$ cat config.mk
export PLATFORM = sky130hd
export DESIGN_NAME = fetch_stage_flat
export DESIGN_NICKNAME = d
export VERILOG_FILES = /design/src/rtl/fetch_stage_pkg.sv /design/src/rtl/fetch_stage_if.sv /design/src/rtl/fetch_stage_if_id_reg.sv /design/src/rtl/fetch_stage.sv /design/src/flat_wrapper.sv
export SDC_FILE = /design/constraint.sdc
export NUM_CORES = 1
export LEC_CHECK = 0
export CAP_MARGIN = 25
export CORE_MARGIN = 1
export CORE_UTILIZATION = 40
export CTS_CLUSTER_DIAMETER = 120
export CTS_CLUSTER_SIZE = 16
export DETAILED_ROUTE_END_ITERATION = 12
export PLACE_DENSITY = 0.73
export SYNTH_ARGS = -nofsm -noshare
export SYNTH_HDL_FRONTEND = slang
export SYNTH_SLANG_ARGS = --single-unit
$ cat constraint.sdc
create_clock -name clk -period 4.4 [get_ports clk]
set_input_delay 0.88 -clock clk [delete_from_list [all_inputs] [get_ports clk]]
set_output_delay 0.88 -clock clk [all_outputs]
set_load 0.05 [all_outputs]
$ cat src/rtl/fetch_stage_pkg.sv
// Shared fetch-side types and constants: XLEN, instruction size, NOP encoding, fetch FSM states.
// Latency: n/a (definitions only).
// Backpressure: n/a.
package fetch_stage_pkg;

    localparam int XLEN        = 32;
    localparam int INSTR_BYTES = 4;

    localparam logic [6:0] OPC_LOAD   = 7'h03;
    localparam logic [6:0] OPC_OP_IMM = 7'h13;
    localparam logic [6:0] OPC_AUIPC  = 7'h17;
    localparam logic [6:0] OPC_STORE  = 7'h23;
    localparam logic [6:0] OPC_OP     = 7'h33;
    localparam logic [6:0] OPC_LUI    = 7'h37;
    localparam logic [6:0] OPC_BRANCH = 7'h63;
    localparam logic [6:0] OPC_JALR   = 7'h67;
    localparam logic [6:0] OPC_JAL    = 7'h6F;

    // addi x0,x0,0
    localparam logic [XLEN-1:0] RV_NOP = {25'b0, OPC_OP_IMM};

    typedef enum logic {
        FS_RUN   = 1'b0,
        FS_FAULT = 1'b1
    } fetch_state_e;

    typedef struct packed {
        logic [XLEN-1:0] instr;
        logic [XLEN-1:0] pc;
        logic            illegal;
    } ifid_t;

    function automatic logic misaligned(input logic [1:0] lsb);
        return lsb != 2'b00;
    endfunction

    function automatic logic [XLEN-1:0] pc_next(input logic [XLEN-1:0] pc);
        return pc + XLEN'(INSTR_BYTES);
    endfunction

endpackage

$ cat src/rtl/fetch_stage_if.sv
// Fetch stage bus: instruction memory port, redirect input, IF/ID handshake and status.
// Latency: n/a (wiring only).
// Backpressure: out_ready from decode stalls the IF/ID register.
interface fetch_stage_if;
    import fetch_stage_pkg::*;

    logic [XLEN-1:0] imem_addr;
    logic [XLEN-1:0] imem_rdata;
    logic            redirect_valid;
    logic [XLEN-1:0] redirect_pc;
    logic            out_valid;
    logic            out_ready;
    logic [XLEN-1:0] out_instr;
    logic [XLEN-1:0] out_pc;
    logic            out_illegal;
    logic            fault;
    logic [XLEN-1:0] fault_pc;
    logic [XLEN-1:0] fetch_count;

    modport master (
        output imem_addr,
        input  imem_rdata,
        input  redirect_valid,
        input  redirect_pc,
        output out_valid,
        input  out_ready,
        output out_instr,
        output out_pc,
        output out_illegal,
        output fault,
        output fault_pc,
        output fetch_count
    );

    modport slave (
        input  imem_addr,
        output imem_rdata,
        output redirect_valid,
        output redirect_pc,
        input  out_valid,
        output out_ready,
        input  out_instr,
        input  out_pc,
        input  out_illegal,
        input  fault,
        input  fault_pc,
        input  fetch_count
    );

endinterface

$ cat src/rtl/fetch_stage_if_id_reg.sv
// IF/ID output register: holds one fetched instruction, flush fills with NOP and clears valid.
// Latency: 1 cycle from in_vld to out_vld.
// Backpressure: holds contents while out_vld & ~out_rdy; adv tells upstream a new word can load.
module fetch_stage_if_id_reg
    import fetch_stage_pkg::*;
#(
    parameter logic [XLEN-1:0] NOP_INSTR = RV_NOP
) (
    input  logic  clk,
    input  logic  rst_n,
    input  logic  in_vld,
    input  ifid_t in_dat,
    input  logic  flush,
    input  logic  out_rdy,
    output logic  adv,
    output logic  hs,
    output logic  out_vld,
    output ifid_t out_dat
);

    logic  vld_q, vld_d;
    ifid_t dat_q, dat_d;
    ifid_t bubble;

    always_comb begin
        bubble.instr   = NOP_INSTR;
        bubble.pc      = '0;
        bubble.illegal = 1'b0;
    end

    assign adv = ~vld_q | out_rdy;
    assign hs  = vld_q & out_rdy;

    // Flush wins over a load; a concurrent handshake has already consumed the held word.
    always_comb begin
        vld_d = vld_q;
        dat_d = dat_q;
        if (flush) begin
            vld_d = 1'b0;
            dat_d = bubble;
        end else if (in_vld && adv) begin
            vld_d = 1'b1;
            dat_d = in_dat;
        end
    end

    always_ff @(posedge clk or negedge rst_n) begin
        if (!rst_n) begin
            vld_q <= 1'b0;
            dat_q <= bubble;
        end else begin
            vld_q <= vld_d;
            dat_q <= dat_d;
        end
    end

    assign out_vld = vld_q;
    assign out_dat = dat_q;

endmodule

$ cat src/rtl/fetch_stage.sv
// Instruction fetch: PC register, combinational imem address, redirect/flush and sticky misalign fault.
// Latency: 1 cycle pc -> out_valid; 1 bubble per redirect; 1 instr/cycle sustained.
// Backpressure: out_ready low holds pc and the IF/ID register; redirects override the stall.
module fetch_stage
    import fetch_stage_pkg::*;
#(
    parameter logic [XLEN-1:0] RESET_PC  = 32'h0000_0000,
    parameter logic [XLEN-1:0] NOP_INSTR = RV_NOP
) (
    input  logic          clk,
    input  logic          rst_n,
    fetch_stage_if.master bus
);

    fetch_state_e    state_q, state_d;
    logic [XLEN-1:0] pc_q, pc_d;
    logic [XLEN-1:0] fault_pc_q, fault_pc_d;
    logic [XLEN-1:0] fetch_count_q, fetch_count_d;

    logic  in_vld;
    logic  flush;
    logic  adv;
    logic  hs;
    logic  out_vld;
    ifid_t in_dat;
    ifid_t out_dat;
    logic  redirect_bad;

    assign redirect_bad = misaligned(bus.redirect_pc[1:0]);

    always_ff @(posedge clk or negedge rst_n) begin
        if (!rst_n) begin
            state_q <= FS_RUN;
        end else begin
            state_q <= state_d;
        end
    end

    always_comb begin
        state_d = state_q;
        if (state_q == FS_RUN && bus.redirect_valid && redirect_bad) begin
            state_d = FS_FAULT;
        end
    end

    // In FAULT nothing is fetched and redirects are ignored; pc and fault_pc freeze.
    always_comb begin
        in_vld     = 1'b0;
        flush      = 1'b0;
        pc_d       = pc_q;
        fault_pc_d = fault_pc_q;
        if (state_q == FS_RUN) begin
            if (bus.redirect_valid) begin
                flush = 1'b1;
                if (redirect_bad) begin
                    fault_pc_d = bus.redirect_pc;
                end else begin
                    pc_d = bus.redirect_pc;
                end
            end else begin
                in_vld = 1'b1;
                if (adv) begin
                    pc_d = pc_next(pc_q);
                end
            end
        end
        fetch_count_d = fetch_count_q + {{(XLEN-1){1'b0}}, hs};
    end

    always_ff @(posedge clk or negedge rst_n) begin
        if (!rst_n) begin
            pc_q          <= RESET_PC;
            fault_pc_q    <= '0;
            fetch_count_q <= '0;
        end else begin
            pc_q          <= pc_d;
            fault_pc_q    <= fault_pc_d;
            fetch_count_q <= fetch_count_d;
        end
    end

    always_comb begin
        in_dat.instr   = bus.imem_rdata;
        in_dat.pc      = pc_q;
        in_dat.illegal = (bus.imem_rdata == '0);
    end

    fetch_stage_if_id_reg #(
        .NOP_INSTR (NOP_INSTR)
    ) u_if_id_reg (
        .clk     (clk),
        .rst_n   (rst_n),
        .in_vld  (in_vld),
        .in_dat  (in_dat),
        .flush   (flush),
        .out_rdy (bus.out_ready),
        .adv     (adv),
        .hs      (hs),
        .out_vld (out_vld),
        .out_dat (out_dat)
    );

    assign bus.imem_addr   = pc_q;
    assign bus.out_valid   = out_vld;
    assign bus.out_instr   = out_dat.instr;
    assign bus.out_pc      = out_dat.pc;
    assign bus.out_illegal = out_dat.illegal;
    assign bus.fault       = (state_q == FS_FAULT);
    assign bus.fault_pc    = fault_pc_q;
    assign bus.fetch_count = fetch_count_q;

endmodule

$ cat src/flat_wrapper.sv
// flat-port wrapper written by rule: the top's interface ports become plain ports
module fetch_stage_flat import fetch_stage_pkg::*;
#(
    parameter logic [XLEN-1:0] RESET_PC  = 32'h0000_0000,
    parameter logic [XLEN-1:0] NOP_INSTR = RV_NOP
)
  (clk, rst_n, bus_imem_addr, bus_imem_rdata, bus_redirect_valid, bus_redirect_pc, bus_out_valid, bus_out_ready, bus_out_instr, bus_out_pc, bus_out_illegal, bus_fault, bus_fault_pc, bus_fetch_count);
  fetch_stage_if bus_i ();
  input  logic clk;
  input  logic rst_n;
  output wire logic [$bits(bus_i.imem_addr)-1:0] bus_imem_addr;
  input wire logic [$bits(bus_i.imem_rdata)-1:0] bus_imem_rdata;
  input wire logic [$bits(bus_i.redirect_valid)-1:0] bus_redirect_valid;
  input wire logic [$bits(bus_i.redirect_pc)-1:0] bus_redirect_pc;
  output wire logic [$bits(bus_i.out_valid)-1:0] bus_out_valid;
  input wire logic [$bits(bus_i.out_ready)-1:0] bus_out_ready;
  output wire logic [$bits(bus_i.out_instr)-1:0] bus_out_instr;
  output wire logic [$bits(bus_i.out_pc)-1:0] bus_out_pc;
  output wire logic [$bits(bus_i.out_illegal)-1:0] bus_out_illegal;
  output wire logic [$bits(bus_i.fault)-1:0] bus_fault;
  output wire logic [$bits(bus_i.fault_pc)-1:0] bus_fault_pc;
  output wire logic [$bits(bus_i.fetch_count)-1:0] bus_fetch_count;
  assign bus_imem_addr = bus_i.imem_addr;
  assign bus_i.imem_rdata = bus_imem_rdata;
  assign bus_i.redirect_valid = bus_redirect_valid;
  assign bus_i.redirect_pc = bus_redirect_pc;
  assign bus_out_valid = bus_i.out_valid;
  assign bus_i.out_ready = bus_out_ready;
  assign bus_out_instr = bus_i.out_instr;
  assign bus_out_pc = bus_i.out_pc;
  assign bus_out_illegal = bus_i.out_illegal;
  assign bus_fault = bus_i.fault;
  assign bus_fault_pc = bus_i.fault_pc;
  assign bus_fetch_count = bus_i.fetch_count;
  fetch_stage #(.RESET_PC(RESET_PC), .NOP_INSTR(NOP_INSTR)) u_core (.clk(clk), .rst_n(rst_n), .bus(bus_i));
endmodule
==> impl_metrics.py <==
metrics = {
    "run_status": {
        "status": "finished clean",
    },
    "synth": {
        "synth_cell_types": 68,
        "netlist_top_cells_count": "dfrtp_1 (160), a22o_1 (60), nand2_1 (37)",
        "syn_inst": 611,
        "synth_most_common_cell": "dfrtp_1",
        "yosysTopAreaCellShare_pct": 55.0,
        "synth_seq_area_share_pct": 56.1,
        "ys_async_sr_fraction_pct": 100,
        "synth_nets": 683,
        "synth_top_flop_cell": "dfrtp_1",
        "syn_avg_cell_area_um2": 11.9,
        "synth_area_um2": 7280,
        "ys.warnings.count": 0,
        "yosysTopAreaCell": "dfrtp_1",
        "synth_area_leaders": "dfrtp_1 (55%), a22o_1 (7.2%), mux2_2 (4.6%), xnor2_1 (2.6%), nand2_1 (1.9%)",
        "synth-edff-count": 0,
        "ys_ff_latch": 163,
    },
    "grt": {
        "grt_overflow_total": 0,
        "use_met2_pct": 34.7,
        "grt.total_usage_pct": 21.4,
        "grt_max_degree": 85,
        "gr-usage-met1_pct": 28.5,
        "grt_pass1_vias": 5672,
        "antenna_found_initial": 0,
        "grt-busiest-layer": "met2",
        "use_met3_pct": 5.89,
        "grt_first_pass_wirelength_um": 30800,
    },
    "placement": {
        "hpwl_um": 13700,
        "pre_cts_ws_ns": 1.21,
        "io_buffers": 230,
        "gp_congestion": 0.819,
        "dp_cells": 1031,
    },
    "critical_path": {
        "crit_type": "input port to flop",
        "cp_slowest_cell": "clkdlybuf4s50_1",
        "arrival_ns": 3.12,
        "crit_path_max_incr_delay_ns": 0.50,
        "ff2ff_path_depth": 4,
        "cp_max_fo": 7,
        "critPathLaunch": "bus_out_ready",
        "endpoint_kind": "flop",
        "reg2reg_slack_ns": 2.16,
        "crit_path_frequent_cell": "ha_1",
        "critPathLaunchType": "input port",
        "rr_endpoint": "u_core.u_if_id_reg.out_dat[44]",
        "worstPathRequired_ns": 4.74,
        "r2r-start": "u_core.bus.fault",
        "crit_chain": "clkdlybuf4s50_1 -> and2_1 -> ha_1 -> ha_1 -> and4_2 -> nor4b_4 -> nand4_2 -> nor2_2 -> xor2_1",
    },
    "timing": {
        "rsz0062_at_grt": "no",
        "hold_viol": 0,
        "setup_viol": 0,
        "drv_slew": 0,
        "relSlewSlack_pct": 48.3,
        "worst_pin_slew_ns": 0.775,
        "period_share_pct": 63.0,
        "layout_setup_ws_ns": 1.63,
        "skew_ns": 0.00906,
        "period_minus_slack_ns": 2.77,
        "timing.setup.tns_ns": 0,
        "timing.fmax_mhz": 361,
    },
    "route": {
        "vias": 5829,
        "drc": 0,
        "routedWlPerCell_um": 18.5,
        "drt_iter0_drc": 327,
        "vias_per_cell": 5.48,
        "ant_nets": 0,
        "dr.pass1.iters": 5,
        "wirelength_um": 19700,
    },
    "floorplan": {
        "dieHeight_um": 137,
        "start_util_pct": 41.5,
        "die_w_um": 137,
        "die-area_um2": 18700,
        "core-area_um2": 17500,
        "rows": 48,
        "pin_count": 231,
    },
    "clock_tree": {
        "cts_hold_buf": 0,
        "path_clk_slew_ns": 0.06,
        "htreeDepth": 4,
        "cts_root_buffer": "clkbuf_16",
        "cts.path.max_buffers": 2,
        "cts_buffers": 17,
        "clock_latency_ns": 0.42,
        "postCtsSetupBuffers": 0,
        "clock-sinks": 163,
        "post_cts_resized": 0,
        "cts_tree": "done",
    },
    "finish": {
        "area_growth_pct": 41.1,
        "final-instance-count-excl-fill": 1064,
        "drive_gt1_share_pct": 12.2,
        "diodes": 0,
        "nets": 898,
        "fillers": 1498,
    },
    "flow_run": {
        "cap_violations": 0,
    },
    "worst_hold_path": {
        "min_path_type": "flop to flop",
        "min-delay-start": "u_core.u_if_id_reg.out_dat[11]",
        "whs_path_depth": 2,
        "hold_end": "u_core.u_if_id_reg.out_dat[11]",
    },
    "pwr": {
        "pwr_density_cell_nw_per_um2": 474,
        "leakagePower_nw": 4.33,
        "p_switching_w": 0.00180,
        "ir_worst_vdd_uv": 419,
        "p_seq_share_pct": 38.9,
        "pwr-share-comb_pct": 31.0,
        "p_clk_share_pct": 30.1,
        "p_int_w": 0.00307,
        "p_sw_share_pct": 36.9,
    },
}
-- power groups by stage --
stage | combinational, W | sequential [W] | clock [W]
after floorplan | 0.000250 | 0.00258 | 0
after global placement | 0.00151 | 0.00191 | 0
after detailed placement | 0.00152 | 0.00192 | 0
after CTS | 0.00152 | 0.00189 | 0.00150
after global routing | 0.00157 | 0.00193 | 0.00156
final | 0.00151 | 0.00189 | 0.00147
-- worst max-delay path by stage --
| stage | end | slack, ns | cells after the start |
|---|---|---|---|
| after floorplan | u_core.bus.fetch_count[28] | 1.93 | 8 |
| after detailed placement | u_core.bus.fault_pc[3] | 1.21 | 7 |
| after global routing | u_core.bus.fault_pc[26] | 1.47 | 7 |
| after CTS | bus_fault | 1.63 | 1 |
| final | u_core.bus.fetch_count[28] | 1.63 | 9 |
| after global placement | u_core.bus.fetch_count[28] | 1.25 | 9 |
-- final cells by class --
class                           instances  area [um2]  area share, %
Multi-Input combinational cell        402        2930           28.5
Timing Repair Buffer                  236        2370           23.1
Sequential cell                       163        4080           39.7
Clock inverter                         12         120           1.17
Inverter                                6        22.5          0.219
Tap cell                              225         282           2.74
Clock buffer                           20         467           4.54
-- registers in the layout (all words and copies together), names as in the netlist --
| register | flops |
|---|---|
| u_core.bus.fault_pc | 32 |
| u_core.u_if_id_reg.out_vld | 1 |
| u_core.bus.fault | 1 |
| u_core.bus.fetch_count | 32 |
| u_core.u_if_id_reg.out_dat | 65 |
| u_core.bus.imem_addr | 32 |
-- layer usage --
layer | wire [um] | vias to the layer above
met3 | 1340 | 15
met2 | 9420 | 188
met1 | 8760 | 2917
met4 | 184 | 0
met5 | 0 | -
li1 | - | 2709
-- stage by stage --
stage | cell area, um2 | hold WS, ns | utilization [%] | total power (W)
4_1_cts | 10300 | 0.484 | 58.5 | 0.00492
3_5_place_dp | 9670 | 0.471 | 55.1 | 0.00344
3_3_place_gp | 9670 | 0.462 | 55.1 | 0.00342
2_1_floorplan | 7280 | 0.584 | - | 0.00283
5_1_grt | 10300 | 0.509 | 58.6 | 0.00506
6_report | 10300 | 0.478 | 58.6 | 0.00487
-- worst max-delay path, delay by kind of cell --
| kind | cells | cell delay (ns) |
|---|---|---|
| xor+xnor | 1 | 0.14 |
| fa+ha+maj | 2 | 0.38 |
| buf+inv | 1 | 0.50 |
| simple gates | 5 | 1.22 |
-- kinds of logic after synthesis --
| logic type | after synthesis | share of synthesized area (%) |
|---|---|---|
| buffers and inverters | 46 | 3.75 |
| muxes | 34 | 5.19 |
| adders and majority gates | 4 | 0.688 |
| DFF | 163 | 56.1 |
| AOI/OAI and AO/OA | 148 | 15.2 |
| and+or+nand+nor | 186 | 15.5 |
| xor gates and xnor gates | 30 | 3.61 |
-- cells in the final DEF (no fill, tap or decap), drive strengths merged, types with 4 or more instances in the layout --
cell,instances
clkbuf,20
a21oi,23
dfrtp,160
and2,9
o21ai,23
nor4,20
nand3,28
mux2,30
a31oi,6
o22a,9
a22o,60
and4,7
clkinv,5
nor2,29
inv,10
xnor2,22
xor2,8
nand4,16
ha,4
mux2i,4
and3,14
clkdlybuf4s50,228
nand2,40
nor3,11
buf,8
No activity file was read; power rests on OpenSTA's default activity.
